`src/rtl/saturn_bus_pkg.sv`:
```
// ---------------------------------------------------------------------------
// saturn_bus_pkg
// Shared definitions for the Saturn nibble-bus target: command codes, FSM
// state encoding, address geometry and small decode helpers.
// ---------------------------------------------------------------------------
package saturn_bus_pkg;

   localparam int ADDR_W       = 20;  // nibble address width
   localparam int ADDR_NIBBLES = 5;   // nibbles needed to assemble an address

   typedef enum logic [3:0] {
      CMD_NOP      = 4'h0,
      CMD_PC_READ  = 4'h2,
      CMD_DP_READ  = 4'h3,
      CMD_LOAD_PC  = 4'h4,
      CMD_LOAD_DP  = 4'h5,
      CMD_DP_WRITE = 4'h6,
      CMD_RESET    = 4'h8
   } cmd_e;

   typedef enum logic [2:0] {
      ST_IDLE,
      ST_READ_PC,
      ST_READ_DP,
      ST_LOAD_ADDR,
      ST_WRITE_DP
   } state_e;

   function automatic logic cmd_is_legal(input logic [3:0] code);
      logic legal;
      case (code)
         CMD_NOP, CMD_PC_READ, CMD_DP_READ, CMD_LOAD_PC,
         CMD_LOAD_DP, CMD_DP_WRITE, CMD_RESET: legal = 1'b1;
         default:                              legal = 1'b0;
      endcase
      return legal;
   endfunction

   // The next state depends only on the command code, never on the
   // state the command arrives in. Illegal codes fall back to idle.
   function automatic state_e cmd_next_state(input logic [3:0] code);
      state_e st;
      case (code)
         CMD_PC_READ:              st = ST_READ_PC;
         CMD_DP_READ:              st = ST_READ_DP;
         CMD_LOAD_PC, CMD_LOAD_DP: st = ST_LOAD_ADDR;
         CMD_DP_WRITE:             st = ST_WRITE_DP;
         default:                  st = ST_IDLE;
      endcase
      return st;
   endfunction

endpackage

```
`src/rtl/saturn_bus_target_if.sv`:
```
// ---------------------------------------------------------------------------
// saturn_bus_target_if
// Bundles the nibble bus, the memory port and the debug pointers of the
// Saturn bus target.
//   master modport : bus master / memory side (drives i_* signals)
//   slave  modport : saturn_bus_target (drives o_* signals)
// ---------------------------------------------------------------------------
interface saturn_bus_target_if;
   import saturn_bus_pkg::*;

   logic              i_bus_clk_en;
   logic              i_bus_is_data;
   logic [3:0]        i_bus_nibble;
   logic [3:0]        o_bus_nibble;
   logic [ADDR_W-1:0] o_mem_addr;
   logic              o_mem_we;
   logic [3:0]        o_mem_wdata;
   logic [3:0]        i_mem_rdata;
   logic              o_cmd_error;
   logic [ADDR_W-1:0] o_pc_ptr;
   logic [ADDR_W-1:0] o_dp_ptr;

   modport slave (
      input  i_bus_clk_en, i_bus_is_data, i_bus_nibble, i_mem_rdata,
      output o_bus_nibble, o_mem_addr, o_mem_we, o_mem_wdata,
             o_cmd_error, o_pc_ptr, o_dp_ptr
   );

   modport master (
      output i_bus_clk_en, i_bus_is_data, i_bus_nibble, i_mem_rdata,
      input  o_bus_nibble, o_mem_addr, o_mem_we, o_mem_wdata,
             o_cmd_error, o_pc_ptr, o_dp_ptr
   );

endinterface

```
`src/rtl/saturn_bus_addr_shift.sv`:
```
// ---------------------------------------------------------------------------
// saturn_bus_addr_shift
// Assembles a 20-bit address from 5 nibbles, least significant first.
// Ports:
//   i_clk, i_reset : clock, synchronous active-high reset
//   clear          : discard any partially assembled address
//   shift_en       : accept nibble this cycle
//   nibble         : incoming nibble
//   done           : high in the cycle the 5th nibble is accepted
//   value          : assembled address, valid while done is high
// ---------------------------------------------------------------------------
module saturn_bus_addr_shift
   import saturn_bus_pkg::*;
(
   input  logic              i_clk,
   input  logic              i_reset,
   input  logic              clear,
   input  logic              shift_en,
   input  logic [3:0]        nibble,
   output logic              done,
   output logic [ADDR_W-1:0] value
);

   logic [ADDR_W-1:0] shift_reg;
   logic [2:0]        count_reg;

   // New nibbles enter the top lane and move down, so after five shifts
   // the first nibble received ends up in the least significant lane.
   genvar gi;
   generate
      for (gi = 0; gi < ADDR_NIBBLES; gi++) begin : g_lane
         always_ff @(posedge i_clk) begin
            if (i_reset) begin
               shift_reg[gi*4 +: 4] <= 4'h0;
            end else if (shift_en) begin
               if (gi == ADDR_NIBBLES - 1)
                  shift_reg[gi*4 +: 4] <= nibble;
               else
                  shift_reg[gi*4 +: 4] <= shift_reg[(gi+1)*4 +: 4];
            end
         end
      end
   endgenerate

   always_ff @(posedge i_clk) begin
      if (i_reset || clear || done)
         count_reg <= 3'd0;
      else if (shift_en)
         count_reg <= count_reg + 3'd1;
   end

   // The result is presented combinationally alongside the final nibble so
   // the owning pointer can load on the same edge.
   assign done  = shift_en && !clear && (count_reg == 3'(ADDR_NIBBLES - 1));
   assign value = {nibble, shift_reg[ADDR_W-1:4]};

endmodule

```
`src/rtl/saturn_bus_target.sv`:
```
// ---------------------------------------------------------------------------
// saturn_bus_target
// Nibble-serial bus target with PC and DP pointers. Command nibbles pick an
// operation; data nibbles then read memory at PC/DP, write memory at DP, or
// assemble a new 20-bit pointer value.
// Ports:
//   i_clk   : system clock, rising edge
//   i_reset : synchronous, active-high reset
//   bus     : saturn_bus_target_if.slave (bus strobe/nibbles, memory port,
//             command error pulse, debug pointers)
// ---------------------------------------------------------------------------
module saturn_bus_target
   import saturn_bus_pkg::*;
(
   input  logic                 i_clk,
   input  logic                 i_reset,
   saturn_bus_target_if.slave   bus
);

   state_e            state_reg, state_next;
   logic [ADDR_W-1:0] pc_reg, pc_next;
   logic [ADDR_W-1:0] dp_reg, dp_next;
   logic              load_dp_reg, load_dp_next;      // LOAD_ADDR target: 1 = DP
   logic              read_pending_reg, read_pending_next;
   logic              cmd_error_reg, cmd_error_next;
   logic [3:0]        bus_nibble_reg;

   logic              cmd_strobe;
   logic              data_strobe;
   logic              shift_en;
   logic              shift_done;
   logic [ADDR_W-1:0] shift_value;
   cmd_e              code;

   assign cmd_strobe  = bus.i_bus_clk_en && !bus.i_bus_is_data;
   assign data_strobe = bus.i_bus_clk_en &&  bus.i_bus_is_data;
   assign shift_en    = data_strobe && (state_reg == ST_LOAD_ADDR);
   assign code        = cmd_e'(bus.i_bus_nibble);

   saturn_bus_addr_shift u_addr_shift (
      .i_clk    (i_clk),
      .i_reset  (i_reset),
      .clear    (cmd_strobe),
      .shift_en (shift_en),
      .nibble   (bus.i_bus_nibble),
      .done     (shift_done),
      .value    (shift_value)
   );

   always_ff @(posedge i_clk) begin
      if (i_reset) begin
         state_reg        <= ST_IDLE;
         pc_reg           <= '0;
         dp_reg           <= '0;
         load_dp_reg      <= 1'b0;
         read_pending_reg <= 1'b0;
         cmd_error_reg    <= 1'b0;
         bus_nibble_reg   <= 4'h0;
      end else begin
         state_reg        <= state_next;
         pc_reg           <= pc_next;
         dp_reg           <= dp_next;
         load_dp_reg      <= load_dp_next;
         read_pending_reg <= read_pending_next;
         cmd_error_reg    <= cmd_error_next;
         // Memory answers one cycle after the address, so capture the
         // read data on the edge after the read strobe.
         if (read_pending_reg)
            bus_nibble_reg <= bus.i_mem_rdata;
      end
   end

   always_comb begin
      state_next        = state_reg;
      pc_next           = pc_reg;
      dp_next           = dp_reg;
      load_dp_next      = load_dp_reg;
      read_pending_next = 1'b0;
      cmd_error_next    = 1'b0;

      if (cmd_strobe) begin
         // Any command arriving mid-load aborts the load; the load can
         // only be pending here since completion returns to idle.
         cmd_error_next = !cmd_is_legal(bus.i_bus_nibble) ||
                          (state_reg == ST_LOAD_ADDR);
         state_next     = cmd_next_state(bus.i_bus_nibble);
         case (code)
            CMD_RESET: begin
               pc_next = '0;
               dp_next = '0;
            end
            CMD_LOAD_PC: load_dp_next = 1'b0;
            CMD_LOAD_DP: load_dp_next = 1'b1;
            default: ;
         endcase
      end else if (data_strobe) begin
         case (state_reg)
            ST_READ_PC: begin
               pc_next           = pc_reg + 1'b1;
               read_pending_next = 1'b1;
            end
            ST_READ_DP: begin
               dp_next           = dp_reg + 1'b1;
               read_pending_next = 1'b1;
            end
            ST_WRITE_DP: dp_next = dp_reg + 1'b1;
            ST_LOAD_ADDR: begin
               if (shift_done) begin
                  state_next = ST_IDLE;
                  if (load_dp_reg)
                     dp_next = shift_value;
                  else
                     pc_next = shift_value;
               end
            end
            default: ;
         endcase
      end
   end

   assign bus.o_mem_addr   = (state_reg == ST_READ_PC) ? pc_reg : dp_reg;
   assign bus.o_mem_we     = data_strobe && (state_reg == ST_WRITE_DP) && !i_reset;
   assign bus.o_mem_wdata  = bus.o_mem_we ? bus.i_bus_nibble : 4'h0;
   assign bus.o_bus_nibble = bus_nibble_reg;
   assign bus.o_cmd_error  = cmd_error_reg;
   assign bus.o_pc_ptr     = pc_reg;
   assign bus.o_dp_ptr     = dp_reg;

endmodule

```
`src/flat_wrapper.sv`:
```
// flat-port wrapper written by rule: the top's interface ports become plain ports
module saturn_bus_target_flat import saturn_bus_pkg::*;
  (i_clk, i_reset, bus_i_bus_clk_en, bus_i_bus_is_data, bus_i_bus_nibble, bus_i_mem_rdata, bus_o_bus_nibble, bus_o_mem_addr, bus_o_mem_we, bus_o_mem_wdata, bus_o_cmd_error, bus_o_pc_ptr, bus_o_dp_ptr);
  saturn_bus_target_if bus_i ();
  input  logic i_clk;
  input  logic i_reset;
  input wire logic [$bits(bus_i.i_bus_clk_en)-1:0] bus_i_bus_clk_en;
  input wire logic [$bits(bus_i.i_bus_is_data)-1:0] bus_i_bus_is_data;
  input wire logic [$bits(bus_i.i_bus_nibble)-1:0] bus_i_bus_nibble;
  input wire logic [$bits(bus_i.i_mem_rdata)-1:0] bus_i_mem_rdata;
  output wire logic [$bits(bus_i.o_bus_nibble)-1:0] bus_o_bus_nibble;
  output wire logic [$bits(bus_i.o_mem_addr)-1:0] bus_o_mem_addr;
  output wire logic [$bits(bus_i.o_mem_we)-1:0] bus_o_mem_we;
  output wire logic [$bits(bus_i.o_mem_wdata)-1:0] bus_o_mem_wdata;
  output wire logic [$bits(bus_i.o_cmd_error)-1:0] bus_o_cmd_error;
  output wire logic [$bits(bus_i.o_pc_ptr)-1:0] bus_o_pc_ptr;
  output wire logic [$bits(bus_i.o_dp_ptr)-1:0] bus_o_dp_ptr;
  assign bus_i.i_bus_clk_en = bus_i_bus_clk_en;
  assign bus_i.i_bus_is_data = bus_i_bus_is_data;
  assign bus_i.i_bus_nibble = bus_i_bus_nibble;
  assign bus_i.i_mem_rdata = bus_i_mem_rdata;
  assign bus_o_bus_nibble = bus_i.o_bus_nibble;
  assign bus_o_mem_addr = bus_i.o_mem_addr;
  assign bus_o_mem_we = bus_i.o_mem_we;
  assign bus_o_mem_wdata = bus_i.o_mem_wdata;
  assign bus_o_cmd_error = bus_i.o_cmd_error;
  assign bus_o_pc_ptr = bus_i.o_pc_ptr;
  assign bus_o_dp_ptr = bus_i.o_dp_ptr;
  saturn_bus_target u_core (.i_clk(i_clk), .i_reset(i_reset), .bus(bus_i));
endmodule
```
`config.mk`:
```
export PLATFORM = sky130hd
export DESIGN_NAME = saturn_bus_target_flat
export DESIGN_NICKNAME = d
export VERILOG_FILES = /design/src/rtl/saturn_bus_pkg.sv /design/src/rtl/saturn_bus_target_if.sv /design/src/rtl/saturn_bus_addr_shift.sv /design/src/rtl/saturn_bus_target.sv /design/src/flat_wrapper.sv
export SDC_FILE = /design/constraint.sdc
export NUM_CORES = 1
export LEC_CHECK = 0
export ABC_AREA = 1
export BUFFER_PORTS_ARGS = -buffer_cell sky130_fd_sc_hd__buf_2
export CAP_MARGIN = 30
export CORE_ASPECT_RATIO = 1.5
export CORE_MARGIN = 1.5
export CORE_UTILIZATION = 30
export CTS_BUF_LIST = sky130_fd_sc_hd__clkbuf_2 sky130_fd_sc_hd__clkbuf_4 sky130_fd_sc_hd__clkbuf_8
export DETAILED_ROUTE_END_ITERATION = 10
export SKIP_CTS_REPAIR_TIMING = 1
export SYNTH_ARGS = -nofsm -noshare
export SYNTH_HDL_FRONTEND = slang
export SYNTH_SLANG_ARGS = --single-unit
```
`constraint.sdc`:
```
create_clock -name i_clk -period 3.99 [get_ports i_clk]
set_input_delay 0 -clock i_clk [delete_from_list [all_inputs] [get_ports i_clk]]
set_output_delay 0 -clock i_clk [all_outputs]
set_load 0.01 [all_outputs]
```
Word-level counts from Yosys, hierarchy flattened
Index checks and enable logic that the tools add are counted.
W data, S select, Z words.
Operators by class
  $add $sub $neg: 3
  multipliers: 0
  divide/modulo/power cells: 0
  $lt $le $gt $ge: 0
  equal/unequal tests: 15
  shifts and indexed selects: 0
  muxes and demuxes: 22
  bitwise operators: 2
  reductions and logical operators: 31
Operators with widths (number)
  $mux W20: 10
  $pmux W20 S2: 2
  $add A20 B1 Y20 const B: 2
  $eq A4 B3 Y1 const B: 3
  $mux W3: 4
  $pmux W3 S4: 1
  $reduce_and A5 Y1: 2
  $eq A4 B2 Y1 const B: 2
  $reduce_bool A2 Y1: 4
  $reduce_or A2 Y1: 4
  $logic_and A1 B1 Y1: 7
  $reduce_or A7 Y1: 1
  $eq A3 B2 Y1 const B: 2
  $eq A3 B3 Y1 const B: 2
  $ne A3 B3 Y1 const B: 2
  $reduce_bool A3 Y1: 2
  $eq A4 B4 Y1 const B: 1
  $logic_not A1 Y1: 4
  $logic_not A4 Y1: 1
  $mux W4: 1
  $add A3 B1 Y3 const B: 1
  $eq A3 B1 Y1 const B: 1
  $logic_or A1 B1 Y1: 3
  $mux W1: 3
  other kinds (7): 8
Word-level totals
  register bits: 69
  latch bits: 0
  memory bits (writable): 0
  bits in read-only memories: 0
  input port bits: 12
  output and inout bits: 70
  logic and storage cells: 85
  memories: 0

Depth between registers and ports, before layout
Gate-level depths: netlist of run 1.
  depth after elaboration: 9
  gate-level depth with buffers: 12
  depth with buffers taken out: 11

Cells and area by module
A second synthesis of run 1 with hierarchy kept.
Unflattened totals
  cell total of the unflattened synthesis: 712
  area, all modules: 4321.6 um^2
Modules (own cells, without submodules)
  saturn_bus_target: instances 1, cells each 611, area each 3554.7 um^2
  saturn_bus_addr_shift: instances 1, cells each 101, area each 767.0 um^2

Worst setup path before layout of run 1
No wires, ideal clock.
  path kind: reg2reg
  start point: register u_core.dp_reg[0], in the netlist u_core.bus.o_dp_ptr[0]
  end point: register u_core.dp_reg[16], in the netlist u_core.bus.o_dp_ptr[16]
  library setup time: 0.132 ns
  arrival: 1.474 ns
  data required time: 3.858 ns
  slack: 2.384 ns
  cell stages (with the launch flop): 11
  buffers on the path: 0
  path through: dfxtp_1 > ha_1 > nand2_1 > nor2_1 > nand3_1 > nor2_1 > nand2_1 > nand2_1 > nand3_1 > nand2_1 > a21oi_1
On the way
  longest elaborated chain between the ends: 4
RTL lines
  from (decl): RTL line saturn_bus_target.sv:22  | logic [ADDR_W-1:0] dp_reg, dp_next;
  from (signal assigned): RTL line saturn_bus_target.sv:62  | dp_reg <= dp_next;
  $add A20 B1 Y20: RTL line saturn_bus_target.sv:103, saturn_bus_target.sv:106
  $pmux W20 S2: RTL line saturn_bus_target.sv:97  | case (state_reg)
  $mux W20: RTL line saturn_bus_target.sv:96  | end else if (data_strobe) begin
  $mux W20: RTL line saturn_bus_target.sv:81  | if (cmd_strobe) begin
No other way between the ends. The select of a mux whose other input is x is not followed.
A chain may end at the register's enable or synchronous reset.

Worst setup path after layout of run 1
  start point: register u_core.state_reg[2]
  end point: register u_core.dp_reg[7], in the netlist u_core.bus.o_dp_ptr[7]
On the way
  longest elaborated chain between the ends: 6
  elaborated cells between the ends (all ways): 14
RTL lines
  from (decl): RTL line saturn_bus_target.sv:20  | state_e state_reg, state_next;
  from (signal assigned): RTL line saturn_bus_target.sv:60  | state_reg <= state_next;
  $eq A3 B2 Y1: RTL line saturn_bus_target.sv:37, saturn_bus_target.sv:97
  $logic_and A1 B1 Y1: RTL line saturn_bus_target.sv:37  | assign shift_en = data_strobe && (state_reg == ST_LOAD_ADDR);
  $logic_and A1 B1 Y1 (2 in a row): RTL line saturn_bus_addr_shift.sv:54  | assign done = shift_en && !clear && (count_reg == 3'(ADDR_NIBBLES - 1));
  $ne A3 B3 Y1 (no line)
  $reduce_and A5 Y1 (no line)
Several ways; a longest one is shown, not always the timed one. The select of a mux whose other input is x is not followed.

==> results.sh, run 1 <==
export IMPL_status="finished, final reports clean"
export IMPL_clock_path_buffers=2
export IMPL_ir_worst_vdd_uv=174
export IMPL_fillers=1534
export IMPL_clk_pin_slew_worst_paths_ns=0.08
export IMPL_syn_avg_cell_area_sq_um=5.97
export IMPL_dpl_hpwl_um=10200
export IMPL_r2r_start="u_core.state_reg[2]"
export IMPL_routed_wl_um=13800
export IMPL_syn_to_final_growth_pct=18.6
export IMPL_maxCapViolations=0
export IMPL_first_pass_iters=4
export IMPL_worst_setup_path_type="flop to flop"
export IMPL_hold_path_class="input pin to flop"
export IMPL_timing_rr_end="u_core.bus.o_dp_ptr[7]"
export IMPL_grt_max_degree=40
export IMPL_syn_nets=712
export IMPL_grt_pass1_wl_um=21900
export IMPL_period_minus_slack_ns=2.87
export IMPL_stdcell_area_sq_um=4920
export IMPL_worstMarginPinSlew_ns=0.813
export IMPL_rows=52
export IMPL_htreeDepth=3
export IMPL_start_kind="flop"
export IMPL_grt_ovfl_total=0
export IMPL_die_y_um=147
export IMPL_cts_sinks=69
export IMPL_slew_viol_final=0
export IMPL_cp_required_ns=4.28
export IMPL_power_density_nw_per_um2=284
export IMPL_period_share_pct=71.9
export IMPL_n_antenna_cell=0
export IMPL_drt_wirelength_per_cell_um=14.8
export IMPL_core_area_sq_um=13500
export IMPL_max_freq_ghz=0.349
export IMPL_gp_congestion=0.908
export IMPL_remaining_drc_errors=0
export IMPL_grt_usage_pct=19.0
export IMPL_report_final_setup_viol=0
export IMPL_reg2reg_depth=9
export IMPL_antenna_found_initial=1
export IMPL_clk_latency_ns=0.36
export IMPL_drtIter0Drc=233
export IMPL_num_vias=4713
export IMPL_start_util_pct=30.7
export IMPL_dieArea_sq_um=14600
export IMPL_cp_end_kind="flop"
export IMPL_rsz0062_at_grt="no"
export IMPL_design_portCount=82
export IMPL_synth_seq_cells=69
export IMPL_die_w_um=99.1
export IMPL_dpl_cell_area_sq_um=4690
export IMPL_crit_start="u_core.state_reg[2]"
export IMPL_ff2ff_setup_slack_ns=1.12
export IMPL_p_leak_nw=2.12
export IMPL_syn_inst=696
export IMPL_place_port_buffers=81
export IMPL_worstHoldStart="bus_i_bus_nibble[1]"
export IMPL_clockRootBuffer="clkbuf_8"
export IMPL_cts_tree="yes"
export IMPL_hold_viol_final=0
export IMPL_yosysWarnings=0
export IMPL_antenna_left=0
export IMPL_min_to="u_core.state_reg[2]"
export IMPL_critPathArrivalTime_ns=3.16
export IMPL_total_power_mw=1.40
export IMPL_grt_pass1_vias=4392
export IMPL_cts_buffers=9
export IMPL_clock_skew_ns=0.00981
export IMPL_synth_seq_area_share_pct=33.3
export IMPL_synth_cell_types=30
export IMPL_drive_above_1_share_pct=15.1
export IMPL_slew_headroom_pct=45.7
export IMPL_hold_depth=3
export IMPL_crit_fanout=27
export IMPL_fin_nets=786
export IMPL_fin_setup_tns_ns=0
export IMPL_post_drt_via_cell_ratio=5.03
export IMPL_synthesis_area_sq_um=4150
## through the flow
stage | hold slack, ns | instances | util, % | setup slack (ns)
floorplan | 0.0780 | 696 | - | 2.38
global placement | 0.223 | 916 | 34.5 | 1.22
detailed placement | 0.228 | 917 | 34.6 | 1.17
CTS | -0.151 | 933 | 36.1 | 1.14
global route | 0.0297 | 937 | 36.4 | 0.744
finish | 0.0209 | 937 | 36.4 | 1.12
## final cells by class
class / instances / area, sq um / area share (%)
Clock inverter: 5 / 50.0 / 1.02
Multi-Input combinational cell: 524 / 2370 / 48.1
Timing Repair Buffer: 90 / 490 / 9.96
Tap cell: 162 / 203 / 4.12
Inverter: 76 / 285 / 5.79
Clock buffer: 11 / 145 / 2.95
Sequential cell: 69 / 1380 / 28.1
## how the worst max path moves through the flow
stage | end | cells past startpoint
finish | u_core.bus.o_dp_ptr[7] | 9
global route | u_core.bus.o_dp_ptr[7] | 9
CTS | u_core.bus.o_dp_ptr[2] | 8
detailed placement | u_core.bus.o_dp_ptr[2] | 8
global placement | u_core.bus.o_dp_ptr[2] | 8
floorplan | u_core.bus.o_dp_ptr[16] | 10
## cell usage in the layout (no fill, tap or decap), types with 2 or more instances in the layout
| cell | instances |
|---|---|
| nor3_1 | 6 |
| o31ai_1 | 2 |
| inv_1 | 68 |
| buf_2 | 81 |
| nand3_1 | 50 |
| clkinv_1 | 3 |
| clkbuf_8 | 10 |
| buf_4 | 4 |
| nand3b_1 | 3 |
| nor2_1 | 93 |
| ha_1 | 4 |
| nor2_4 | 2 |
| dfxtp_1 | 69 |
| nand3_2 | 2 |
| nand2_1 | 195 |
| inv_2 | 5 |
| dlygate4sd3_1 | 4 |
| o21ai_0 | 63 |
| nand4_1 | 5 |
| clkinv_2 | 4 |
| a21oi_1 | 68 |
| or2_2 | 2 |
| o21ai_1 | 20 |
## synthesized netlist by cell type
| library cell | instances | area share (%) |
|---|---|---|
| nor2_4 | 2 | 0.54 |
| o21ai_2 | 1 | 0.21 |
| ha_1 | 4 | 1.2 |
| nand3b_1 | 3 | 0.54 |
| clkinv_1 | 3 | 0.27 |
| o21ai_1 | 20 | 2.4 |
| inv_2 | 5 | 0.45 |
| o221a_2 | 1 | 0.27 |
| o21ai_0 | 63 | 7.6 |
| a311oi_1 | 1 | 0.21 |
| o32ai_1 | 1 | 0.21 |
| a31oi_1 | 1 | 0.15 |
| nor2_2 | 1 | 0.15 |
| a21oi_1 | 68 | 8.2 |
| nand3_1 | 50 | 6.0 |
| buf_4 | 2 | 0.36 |
| o31ai_1 | 2 | 0.36 |
| nand3_2 | 2 | 0.48 |
| o2111ai_1 | 1 | 0.21 |
| or2_2 | 2 | 0.30 |
| buf_2 | 7 | 0.84 |
| nor2_1 | 93 | 8.4 |
| mux2_2 | 1 | 0.27 |
| nand2_1 | 195 | 18 |
| nand4_1 | 5 | 0.75 |
| nor3_1 | 6 | 0.72 |
| a211oi_1 | 1 | 0.18 |
| clkbuf_1 | 18 | 1.6 |
| inv_1 | 68 | 6.1 |
| dfxtp_1 | 69 | 33 |
## power breakdown
part,internal [mW],switching [mW]
sequential,0.692,0.00501
combinational,0.0326,0.0749
clock,0.309,0.283
total,1.03,0.363
## layer usage
metal	global-route usage, %	wire length [um]	vias up
met3	3.38	664	31
met4	10.4	454	0
li1	-	-	2402
met2	33.6	7060	140
met1	21.4	5670	2140
met5	0	0	-
## critical path, stage by stage (launching register included)
cell and delay [ns]:
dfxtp_1 0.32, inv_1 0.14, nand3_2 0.39, inv_2 0.58
a31oi_1 0.14, nand2_1 0.57, inv_2 0.32, nand2_1 0.14
nand2_1 0.06, a21oi_1 0.12
## cells by family after synthesis
| group | share of synthesized area, % |
|---|---|
| and+or+nand+nor | 35.6 |
| muxes | 0.271 |
| AOI/OAI and AO/OA | 20.0 |
| DFF | 33.3 |
| adders and majority gates | 1.21 |
| buffers and inverters | 9.70 |
Note: power is estimated with default switching activity, not from simulation.
==> run 2: changes to the inputs <==
Clock period 3.99 ns to 2.7 ns, I/O delays scaled along.
==> run 2 against run 1 <==
Net effect:
- critical path depth down 4
- non-clock buffer count up 5
- total power up 44%
- worst hold slack better by 0.0018 ns
- flip-flop and latch count unchanged
- highest routed layer unchanged
- cell count up 0.43%
- largest power group unchanged
==> results.sh, run 2 (same netlist as run 1, synthesis figures left out) <==
export IMPL_status="finished, final reports clean"
export IMPL_clk_pin_slew_worst_paths_ns=0.07
export IMPL_rows=52
export IMPL_register_area_sq_um=1380
export IMPL_clk_latency_ns=0.35
export IMPL_n_antenna_cell=0
export IMPL_dp_cells=922
export IMPL_hold_viol_final=0
export IMPL_fillers=1544
export IMPL_hold_path_class="input pin to flop"
export IMPL_m1WireLength_um=5630
export IMPL_grt_ovfl_total=0
export IMPL_slew_headroom_pct=69.6
export IMPL_crit_chain="inv_1, nand3_1, buf_12, mux2_2, buf_2"
export IMPL_dieArea_sq_um=14600
export IMPL_fin_cells=941
export IMPL_worst_setup_path_type="flop to output pin"
export IMPL_clockRootBuffer="clkbuf_8"
export IMPL_fin_nets=791
export IMPL_routed_wl_um=13600
export IMPL_drive_above_1_share_pct=15.5
export IMPL_max_freq_ghz=0.505
export IMPL_slew_viol_final=0
export IMPL_drtIter0Drc=262
export IMPL_core_area_sq_um=13500
export IMPL_clock_skew_ns=0.00743
export IMPL_dpl_hpwl_um=10200
export IMPL_stdcell_area_sq_um=4960
export IMPL_antenna_left=0
export IMPL_layout_common_cells="195 x nand2_1, 93 x nor2_1, 81 x buf_2"
export IMPL_grt_max_degree=41
export IMPL_top_layer="met4"
export IMPL_num_vias=4677
export IMPL_p_leak_nw=2.15
export IMPL_start_kind="flop"
export IMPL_cp_required_ns=2.70
export IMPL_design_portCount=82
export IMPL_place_port_buffers=81
export IMPL_worstMarginPinSlew_ns=0.455
export IMPL_critPathArrivalTime_ns=1.98
export IMPL_cts_tree="yes"
export IMPL_cts_sinks=69
export IMPL_drt_wirelength_per_cell_um=14.5
export IMPL_multi_input_comb_area_sq_um=2370
export IMPL_final_common_cell="nand2_1"
export IMPL_dpl_cell_area_sq_um=4730
export IMPL_routed_wl_met2_um=6900
export IMPL_crit_fanout=30
export IMPL_fin_setup_tns_ns=0
export IMPL_period_share_pct=73.3
export IMPL_syn_to_final_growth_pct=19.3
export IMPL_grt_usage_pct=18.9
export IMPL_remaining_drc_errors=0
export IMPL_first_pass_iters=6
export IMPL_gp_congestion=0.924
export IMPL_power_density_nw_per_um2=406
export IMPL_report_final_setup_viol=0
export IMPL_post_drt_via_cell_ratio=4.97
export IMPL_slowest_delay_ns=0.45
export IMPL_rsz0062_at_grt="no"
export IMPL_cts_buffers=9
export IMPL_pre_cts_ws_ns=0.769
export IMPL_critPathSlowestCell="dfxtp_1"
export IMPL_wl_met3_um=596
export IMPL_start_util_pct=30.7
export IMPL_antenna_found_initial=0
export IMPL_maxCapViolations=0
export IMPL_die_w_um=99.1
export IMPL_clock_path_buffers=2
export IMPL_fin_util_pct=36.6
export IMPL_hold_slack_ns=0.0227
export IMPL_ir_worst_vdd_uv=218
export IMPL_htreeDepth=3
export IMPL_period_minus_slack_ns=1.98
export IMPL_grt_pass1_vias=4358
export IMPL_die_y_um=147
export IMPL_cp_end_kind="output pin"
export IMPL_grt_pass1_wl_um=21800
export IMPL_total_power_mw=2.01
export IMPL_setup_ws_ns=0.720
[run 2: cell types whose count changed in the layout (fill, tap and decap cells not counted)]
cell / previous run / this run
buf_12: 0 / 1
buf_4: 4 / 9
buf_8: 1 / 0
bufinv_16: 1 / 0
clkbuf_4: 1 / 2
clkbuf_8: 10 / 12
clkinv_2: 4 / 1
[run 2: cell type report]
class	instances	share of cell area, %
clock inverters	1	0.101
inverters	76	5.76
well taps	162	4.09
multi-input cells	524	47.8
clock buffers	14	3.64
repair buffers	95	10.8
flip-flops and latches	69	27.9
[run 2: critical path: cells and delay by family (launching register included)]
| kind | cells | cell delay [ns] |
|---|---|---|
| buffers and inverters | 3 | 0.46 |
| flip-flops | 1 | 0.45 |
| multiplexers | 1 | 0.34 |
| AND/OR/NAND/NOR | 1 | 0.36 |
[run 2: metal layers]
| metal | vias to the layer above | track usage, % |
|---|---|---|
| li1 | 2410 | - |
| met1 | 2105 | 22.6 |
| met2 | 130 | 32.9 |
| met3 | 32 | 2.85 |
| met4 | 0 | 9.08 |
| met5 | - | 0 |
[run 2: path summary, 6_finish.rpt]
| path | depth (start not counted) | endpoint | slack (ns) | start |
|---|---|---|---|---|
| max | 5 | bus_o_mem_addr[1] | 0.72 | u_core.state_reg[1] |
| min | 3 | u_core.state_reg[2] | 0.02 | bus_i_bus_nibble[1] |
| max reg2reg | 7 | u_core.bus.o_dp_ptr[3] | 0.75 | u_core.state_reg[1] |
| min reg2reg | 2 | u_core.u_addr_shift.count_reg[0] | 0.49 | u_core.u_addr_shift.count_reg[0] |
[run 2: power by group]
group          internal (mW)  switching (mW)
clock network          0.424           0.398
logic                 0.0514           0.110
registers               1.02         0.00723
